## src/rtl/uart_tx.sv

```systemverilog
// PicoRV32 native-bus UART transmitter: DATA (write byte) and STATUS registers, 8N1 framing.
// Define UART_TX_FIFO_EN for a FIFO_DEPTH-entry transmit FIFO; otherwise a single holding register.
module uart_tx #(
  parameter int CLKS_PER_BIT = 434,
  parameter int FIFO_DEPTH   = 4
) (
  input  logic        clk,
  input  logic        resetn,
  input  logic        enable,
  input  logic        mem_valid,
  output logic        mem_ready,
  input  logic        mem_instr,
  input  logic [3:0]  mem_wstrb,
  input  logic [31:0] mem_wdata,
  input  logic [31:0] mem_addr,
  output logic [31:0] mem_rdata,
  output logic        serial_out
);
  // state   | meaning
  // S_IDLE  | line high, waiting for a buffered byte
  // S_START | start bit (low)
  // S_DATA  | data bits, LSB first, r_bit_idx 0..7
  // S_STOP  | stop bit (high); chains straight into S_START if more data is buffered
  localparam logic [1:0] S_IDLE  = 2'd0;
  localparam logic [1:0] S_START = 2'd1;
  localparam logic [1:0] S_DATA  = 2'd2;
  localparam logic [1:0] S_STOP  = 2'd3;

  localparam int            CW        = (CLKS_PER_BIT > 1) ? $clog2(CLKS_PER_BIT) : 1;
  localparam logic [CW-1:0] BAUD_LAST = CW'(CLKS_PER_BIT - 1);

  logic [1:0]    r_state;
  logic [CW-1:0] r_baud_cnt;
  logic [2:0]    r_bit_idx;
  logic [7:0]    r_shift;
  logic          r_mem_ready;
  logic [31:0]   r_mem_rdata;
  logic          r_overflow;

  logic        w_access;
  logic        w_is_read;
  logic        w_sel_data;
  logic        w_sel_status;
  logic        w_wr_data;
  logic        w_rd_status;
  logic        w_push;
  logic        w_pop;
  logic        w_full;
  logic        w_empty;
  logic        w_busy;
  logic        w_baud_tc;
  logic [7:0]  w_head;
  logic [31:0] w_status;
  logic        w_unused;

  assign w_access     = enable && mem_valid && !r_mem_ready;
  assign w_is_read    = (mem_wstrb == 4'b0000);
  assign w_sel_data   = (mem_addr[3:2] == 2'd0);
  assign w_sel_status = (mem_addr[3:2] == 2'd1);
  assign w_wr_data    = w_access && w_sel_data && mem_wstrb[0];
  assign w_rd_status  = w_access && w_sel_status && w_is_read;
  assign w_push       = w_wr_data && !w_full;
  assign w_baud_tc    = (r_baud_cnt == '0);
  assign w_pop        = !w_empty && ((r_state == S_IDLE) || ((r_state == S_STOP) && w_baud_tc));
  assign w_busy       = (r_state != S_IDLE) || !w_empty;
  assign w_status     = {28'b0, r_overflow, w_empty, w_full, w_busy};
  assign w_unused     = ^{mem_instr, mem_addr[31:4], mem_addr[1:0], mem_wdata[31:8]};

`ifdef UART_TX_FIFO_EN
  localparam int AW = $clog2(FIFO_DEPTH);

  logic [7:0] r_fifo [FIFO_DEPTH];
  logic [AW:0] r_wr_ptr;
  logic [AW:0] r_rd_ptr;

  // Extra MSB on each pointer separates full (MSBs differ) from empty (equal).
  assign w_empty = (r_wr_ptr == r_rd_ptr);
  assign w_full  = (r_wr_ptr[AW] != r_rd_ptr[AW]) && (r_wr_ptr[AW-1:0] == r_rd_ptr[AW-1:0]);
  assign w_head  = r_fifo[r_rd_ptr[AW-1:0]];

  always_ff @(posedge clk) begin
    if (w_push) r_fifo[r_wr_ptr[AW-1:0]] <= mem_wdata[7:0];
  end

  always_ff @(posedge clk) begin
    if (!resetn) begin
      r_wr_ptr <= '0;
      r_rd_ptr <= '0;
    end else begin
      if (w_push) r_wr_ptr <= r_wr_ptr + (AW+1)'(1);
      if (w_pop)  r_rd_ptr <= r_rd_ptr + (AW+1)'(1);
    end
  end
`else
  logic [7:0] r_hold;
  logic       r_hold_vld;

  assign w_empty = !r_hold_vld;
  assign w_full  = r_hold_vld;
  assign w_head  = r_hold;

  // Push and pop cannot coincide here: a pop needs the register occupied, which blocks the push.
  always_ff @(posedge clk) begin
    if (!resetn) begin
      r_hold     <= '0;
      r_hold_vld <= 1'b0;
    end else if (w_push) begin
      r_hold     <= mem_wdata[7:0];
      r_hold_vld <= 1'b1;
    end else if (w_pop) begin
      r_hold_vld <= 1'b0;
    end
  end
`endif

  always_ff @(posedge clk) begin
    if (!resetn) begin
      r_mem_ready <= 1'b0;
      r_mem_rdata <= '0;
      r_overflow  <= 1'b0;
    end else begin
      r_mem_ready <= w_access;
      r_mem_rdata <= w_rd_status ? w_status : 32'h0;
      if (w_wr_data && w_full) r_overflow <= 1'b1;
      else if (w_rd_status)    r_overflow <= 1'b0;
    end
  end

  always_ff @(posedge clk) begin
    if (!resetn) begin
      r_state    <= S_IDLE;
      r_baud_cnt <= '0;
      r_bit_idx  <= '0;
      r_shift    <= '0;
    end else begin
      case (r_state)
        S_IDLE: begin
          if (w_pop) begin
            r_state    <= S_START;
            r_baud_cnt <= BAUD_LAST;
            r_shift    <= w_head;
          end
        end
        S_START: begin
          if (w_baud_tc) begin
            r_state    <= S_DATA;
            r_baud_cnt <= BAUD_LAST;
            r_bit_idx  <= '0;
          end else begin
            r_baud_cnt <= r_baud_cnt - CW'(1);
          end
        end
        S_DATA: begin
          if (w_baud_tc) begin
            r_baud_cnt <= BAUD_LAST;
            if (r_bit_idx == 3'd7) r_state <= S_STOP;
            else                   r_bit_idx <= r_bit_idx + 3'd1;
          end else begin
            r_baud_cnt <= r_baud_cnt - CW'(1);
          end
        end
        S_STOP: begin
          if (w_baud_tc) begin
            if (w_pop) begin
              r_state    <= S_START;
              r_baud_cnt <= BAUD_LAST;
              r_shift    <= w_head;
            end else begin
              r_state <= S_IDLE;
            end
          end else begin
            r_baud_cnt <= r_baud_cnt - CW'(1);
          end
        end
        default: r_state <= S_IDLE;
      endcase
    end
  end

  always_comb begin
    serial_out = 1'b1;
    case (r_state)
      S_START: serial_out = 1'b0;
      S_DATA:  serial_out = r_shift[r_bit_idx];
      default: serial_out = 1'b1;
    endcase
  end

  assign mem_ready = r_mem_ready;
  assign mem_rdata = r_mem_rdata;
endmodule

```

## config.mk

```make
export PLATFORM = sky130hd
export DESIGN_NAME = uart_tx
export DESIGN_NICKNAME = d
export VERILOG_FILES = /design/src/rtl/uart_tx.sv
export SDC_FILE = /design/constraint.sdc
export NUM_CORES = 1
export LEC_CHECK = 0
export ABC_AREA = 1
export BUFFER_PORTS_ARGS = -buffer_cell sky130_fd_sc_hd__buf_2
export CAP_MARGIN = 20
export CORE_MARGIN = 4
export CORE_UTILIZATION = 40
export CTS_BUF_LIST = sky130_fd_sc_hd__clkbuf_4 sky130_fd_sc_hd__clkbuf_8
export DETAILED_ROUTE_END_ITERATION = 10
export PLACE_DENSITY = 0.73
export SETUP_SLACK_MARGIN = 0.15
export SKIP_CTS_REPAIR_TIMING = 1
export SLEW_MARGIN = 10
export SYNTH_ARGS = -nofsm -noshare
export SYNTH_HDL_FRONTEND = slang
export SYNTH_SLANG_ARGS = --single-unit
```

## constraint.sdc

```tcl
create_clock -name clk -period 2.5 [get_ports clk]
set_clock_uncertainty 0.2 [all_clocks]
set_input_delay 0.375 -clock clk [delete_from_list [all_inputs] [get_ports clk]]
set_output_delay 0.375 -clock clk [all_outputs]
set_load 0.1 [all_outputs]
```

# == Word level (Yosys, flattened, before mapping) ==
# Cells that the tools add are included.
# classes
n_mux,25
shifts,0
add_sub_neg,2
div_mod_pow,0
reduce_logical,28
n_bitwise,0
magnitude_cmp,1
eq_ne,11
n_mul,0
# ops
operator,n
2-to-1 mux 9 bit,3
one-hot mux 9 bit (3 select lines),1
2-to-1 mux 8 bit,2
one-hot mux 8 bit (2 select lines),1
"!= test 2 bit, second input constant",6
logical AND 1 bit,10
2-to-1 mux 2 bit,5
nonzero test 2 bit,5
zero test 9 bit,1
2-to-1 mux 3 bit,3
"subtractor 9 x 1 -> 9 bit, second input constant",1
one-hot mux 2 bit (4 select lines),1
2-to-1 mux 1 bit,6
one-hot mux 3 bit (2 select lines),1
AND reduction 5 bit,1
"== test 2 x 1 -> 1 bit, second input constant",2
"== test 2 bit, second input constant",2
zero test 2 bit,2
zero test 4 bit,1
"less-than comparator 3 x 4 -> 1 bit, second input constant",1
AND reduction 2 bit,2
AND reduction 4 bit,1
"adder 3 x 1 -> 3 bit, second input constant",1
binary-select mux 1 bit (select 3 bit),1
other kinds (5),7
# totals
romBits,0
n_memories,0
wordCells,77
latch_bits,0
output_inout_bits,34
regBits,65
ram_bits,0

# == Depth between registers and ports, before layout ==
# depth
ltp_word,7
depth_mapped,10

# == Worst setup path before layout ==
# No wires, ideal clock.
# synth_path
path_kind,reg2out
startpoint,register r_state[0]
endpoint,output port serial_out
stages_incl_launch_ff,6
required_time_ns,1.925
path_slack_ns,0.429
arrival_ns,1.496
path_buffers,0
cell_sequence,dfxtp_1 > inv_1 > ha_1 > inv_1 > nand2_1 > nand2_1
# synth_via
elab_chain_cells,2
elab_cells_between_ends,3
cone_classes,eq/ne (2); mux (1)
# synth_rtl
item,line_no,rtl
"start, declared",32,logic [1:0] r_state;
"start signal, assigned",131,r_state <= S_IDLE;
"start signal, assigned",139,r_state <= S_START;
"start signal, assigned",146,r_state <= S_DATA;
== test 2 bit or == test 2 x 1 -> 1 bit (tied branches),182,case (r_state)
one-hot mux 1 bit (2 select lines) *,182,
"end, declared",17,output logic serial_out
# Every way passes the cells marked *; elsewhere a longest branch is shown, timed or not.

# == Worst setup path in the final report ==
# Same ends and word-level chain as after synthesis.

==> qor.yml <==
yosys:
  synth.top_cell.area_share_pct: 35.7
  synthAdderAreaFrac_pct: 5.43
  synthMuxAreaShare_pct: 0
  synth-xor-area-share_pct: 0
  yosys.area_share.simple_pct: 26.8
  yosys-top-cells-area: "dfxtp_1 36%, buf_4 10%, nor2_1 10%"
  synth-seq-area-share_pct: 35.7
  synth.distinct_cells: 29
  syn_area_per_cell_sq_um: 7.20
  ys_warn_count: 0
  synth_seq_cells: 37
  synth_top_family_by_area: "simple AND/OR/NAND/NOR gates"
  synthesis.area_sq_um: 2070
  synth_compound_area_share_pct: 15.6
  synth_top_area_cell: "dfxtp_1"
  syn_inst: 288
pwr:
  switching_share_pct: 47.4
  netSwitchingPower_w: 0.000993
  p_clk_share_pct: 20.2
  seq_power_share_pct: 32.7
  ir_worst_vdd_uv: 580
  power.density_nw_per_um2: 933
  p_leak_nw: 1.06
  internal-power_w: 0.00110
  pwr-share-comb_pct: 47.2
routing:
  viasPerCell: 4.68
  met3_length_um: 270
  drcViolationCount: 0
  drt_iter0_drc: 109
  m1WireLength_um: 1870
  top_layer: "met4"
  wirelength_um: 4040
  drt-wirelength-per-cell_um: 10.6
  vias: 1784
  ant_nets: 0
  firstDrtPassIters: 5
  wl_met2_um: 1820
sta:
  fin_tns_setup_ns: 0
  finalHoldViolCount: 0
  finalSetupViolations: 0
  period_minus_slack_ns: 2.21
  drv_slew: 0
  fin_crit_sh_pct: 88.5
  relSlewSlack_pct: 66.5
  clock.fmax_mhz: 452
  grt_setup_unrepaired: "no"
  max_slew.worst_pin.slew_ns: 0.502
worst_setup_path:
  cp-start-kind: "register"
  worstPathRequired_ns: 1.92
  cp_cell_sequence: "inv_1 -> ha_1 -> inv_1 -> nand2_1 -> nand2_1 -> buf_4"
  critPathMaxFanout: 6
  critPathArrivalTime_ns: 1.64
  max_stage_delay_ns: 0.40
  criticalPathCategory: "register to output pin"
  slowest_stage: "dfxtp_1"
  ff2ff_setup_slack_ns: 0.46
  crit_path_end_kind: "output pin"
global_route:
  grt_overflow: 0
  grt_pass1_vias: 1625
  grt_usage_pct: 13.5
  antenna_found_initial: 0
  grt_max_degree: 22
  grt_pass1_wl_um: 6870
finish:
  layout.nets: 395
  areaGrowthSynthToFinish_pct: 8.21
  multi_input_area_sq_um: 1100
  fillers: 493
  diodes: 0
  drive_above_1_share_pct: 16.2
  utilization_pct: 46.0
  seq_area_sq_um: 742
clocking:
  clkTransAtPathRegs_ns: 0.08
  root_buffer: "clkbuf_8"
  clock_sinks: 37
  htreeDepth: 2
  cts_buffers: 5
  clock_path_buffers: 2
  worst_skew_pair.late_latency_ns: 0.29
  cts_tree: "yes"
placed_design:
  place.gp.congestion: 0.827
  portBuffers: 23
  dpl.hpwl_um: 3010
die:
  die_y_um: 80.0
  die_area_sq_um: 6400
  start_util_pct: 42.5
  die_x_um: 80.0
  io_pins: 107
  core_area_sq_um: 4880
  rows: 25
flow_run:
  cap_violations: 0
run_status:
  outcome: "finished clean"
min_path:
  hold_path_class: "input pin to register"
## layout make-up
class,instances,area share (%)
repair buffers,23,5.24
clock inverters,3,1.00
flip-flops and latches,37,33.1
well taps,67,3.74
inverters,30,5.02
multi-input cells,216,48.9
clock buffers,5,3.07
## Yosys cell counts
| library cell | number |
|---|---|
| nor2_1 | 55 |
| dfxtp_1 | 37 |
| nand2_1 | 33 |
| buf_4 | 28 |
| o21ai_0 | 28 |
| inv_1 | 25 |
| nand3_1 | 21 |
| a21oi_1 | 16 |
| ha_1 | 9 |
| inv_2 | 5 |
| clkbuf_1 | 4 |
| nand2_2 | 3 |
| nor2_4 | 3 |
| a211oi_1 | 2 |
| a21oi_2 | 2 |
| nand2_4 | 2 |
| o211ai_1 | 2 |
| o21ai_1 | 2 |
| a21boi_1 | 1 |
| a21oi_4 | 1 |
| a31oi_1 | 1 |
| conb_1 | 1 |
| nand3_4 | 1 |
| nand3b_1 | 1 |
| nand4_1 | 1 |
| nor3b_1 | 1 |
| o21ai_2 | 1 |
| o22ai_1 | 1 |
| or2_2 | 1 |
## metal layers
metal | track usage [%] | up-vias
met5 | 0 | -
met2 | 22.1 | 63
met1 | 16.6 | 795
met4 | 7.77 | 0
met3 | 2.26 | 4
li1 | - | 922
## power groups by stage
stage / Sequential (W) / Combinational, W / Clock, W
finish: 0.000684 / 0.000987 / 0.000423
global route: 0.000692 / 0.00109 / 0.000462
CTS: 0.000683 / 0.000980 / 0.000439
detailed placement: 0.000696 / 0.000976 / 0
global placement: 0.000694 / 0.000959 / 0
floorplan: 0.000690 / 0.000869 / 0
## final timing paths
kind,start,to,cells past startpoint
worst max-delay path,r_state[0],serial_out,6
worst min-delay path,mem_wdata[7],r_hold[7],3
worst max register to register,r_state[0],r_baud_cnt[3],7
worst min register to register,r_overflow,mem_rdata[3],2
## cell families (layout without fill, tap and decap cells)
kind of cell | after synthesis | count (layout)
compound gates | 57 | 57
fa+ha+maj | 9 | 9
buf+inv | 62 | 61
simple gates | 122 | 122
other cells | 1 | 28
flops | 37 | 37
## flip-flops by register name, indices dropped and copies added (netlist names)
| name | count |
|---|---|
| r_hold | 8 |
| r_bit_idx | 3 |
| r_baud_cnt | 9 |
| r_shift | 8 |
| r_overflow | 1 |
| r_hold_vld | 1 |
| mem_rdata | 4 |
| mem_ready | 1 |
| r_state | 2 |
## worst max-delay path: cells and delay by family, from the launching register on
family,cells,cell delay (ns)
adders and majority gates,1,0.28
buffers and inverters,3,0.51
DFF,1,0.40
and+or+nand+nor,2,0.17
## cells in the final DEF (no fill, tap or decap)
| cell | count |
|---|---|
| a211oi_1 | 2 |
| a21boi_1 | 1 |
| a21oi_1 | 16 |
| a21oi_2 | 2 |
| a21oi_4 | 1 |
| a31oi_1 | 1 |
| buf_2 | 22 |
| buf_4 | 1 |
| clkbuf_8 | 5 |
| clkinv_2 | 1 |
| clkinv_4 | 2 |
| conb_1 | 28 |
| dfxtp_1 | 36 |
| dfxtp_2 | 1 |
| ha_1 | 9 |
| inv_1 | 25 |
| inv_2 | 5 |
| nand2_1 | 33 |
| nand2_2 | 3 |
| nand2_4 | 2 |
| nand3_1 | 21 |
| nand3_4 | 1 |
| nand3b_1 | 1 |
| nand4_1 | 1 |
| nor2_1 | 55 |
| nor2_4 | 3 |
| nor3b_1 | 1 |
| o211ai_1 | 2 |
| o21ai_0 | 28 |
| o21ai_1 | 2 |
| o21ai_2 | 1 |
| o22ai_1 | 1 |
| or2_2 | 1 |
## stage by stage
step | hold slack (ns) | area [sq um] | setup slack, ns | cells | power (W)
after detailed placement | 0.228 | 2150 | 0.482 | 373 | 0.00167
after CTS | 0.120 | 2240 | 0.146 | 381 | 0.00210
final | 0.130 | 2240 | 0.287 | 381 | 0.00209
after global routing | 0.136 | 2240 | 0.167 | 381 | 0.00224
after floorplan | 0.208 | 2170 | 0.429 | 315 | 0.00156
after global placement | 0.231 | 2150 | 0.483 | 373 | 0.00165
No activity file was read; power rests on OpenSTA's default activity.
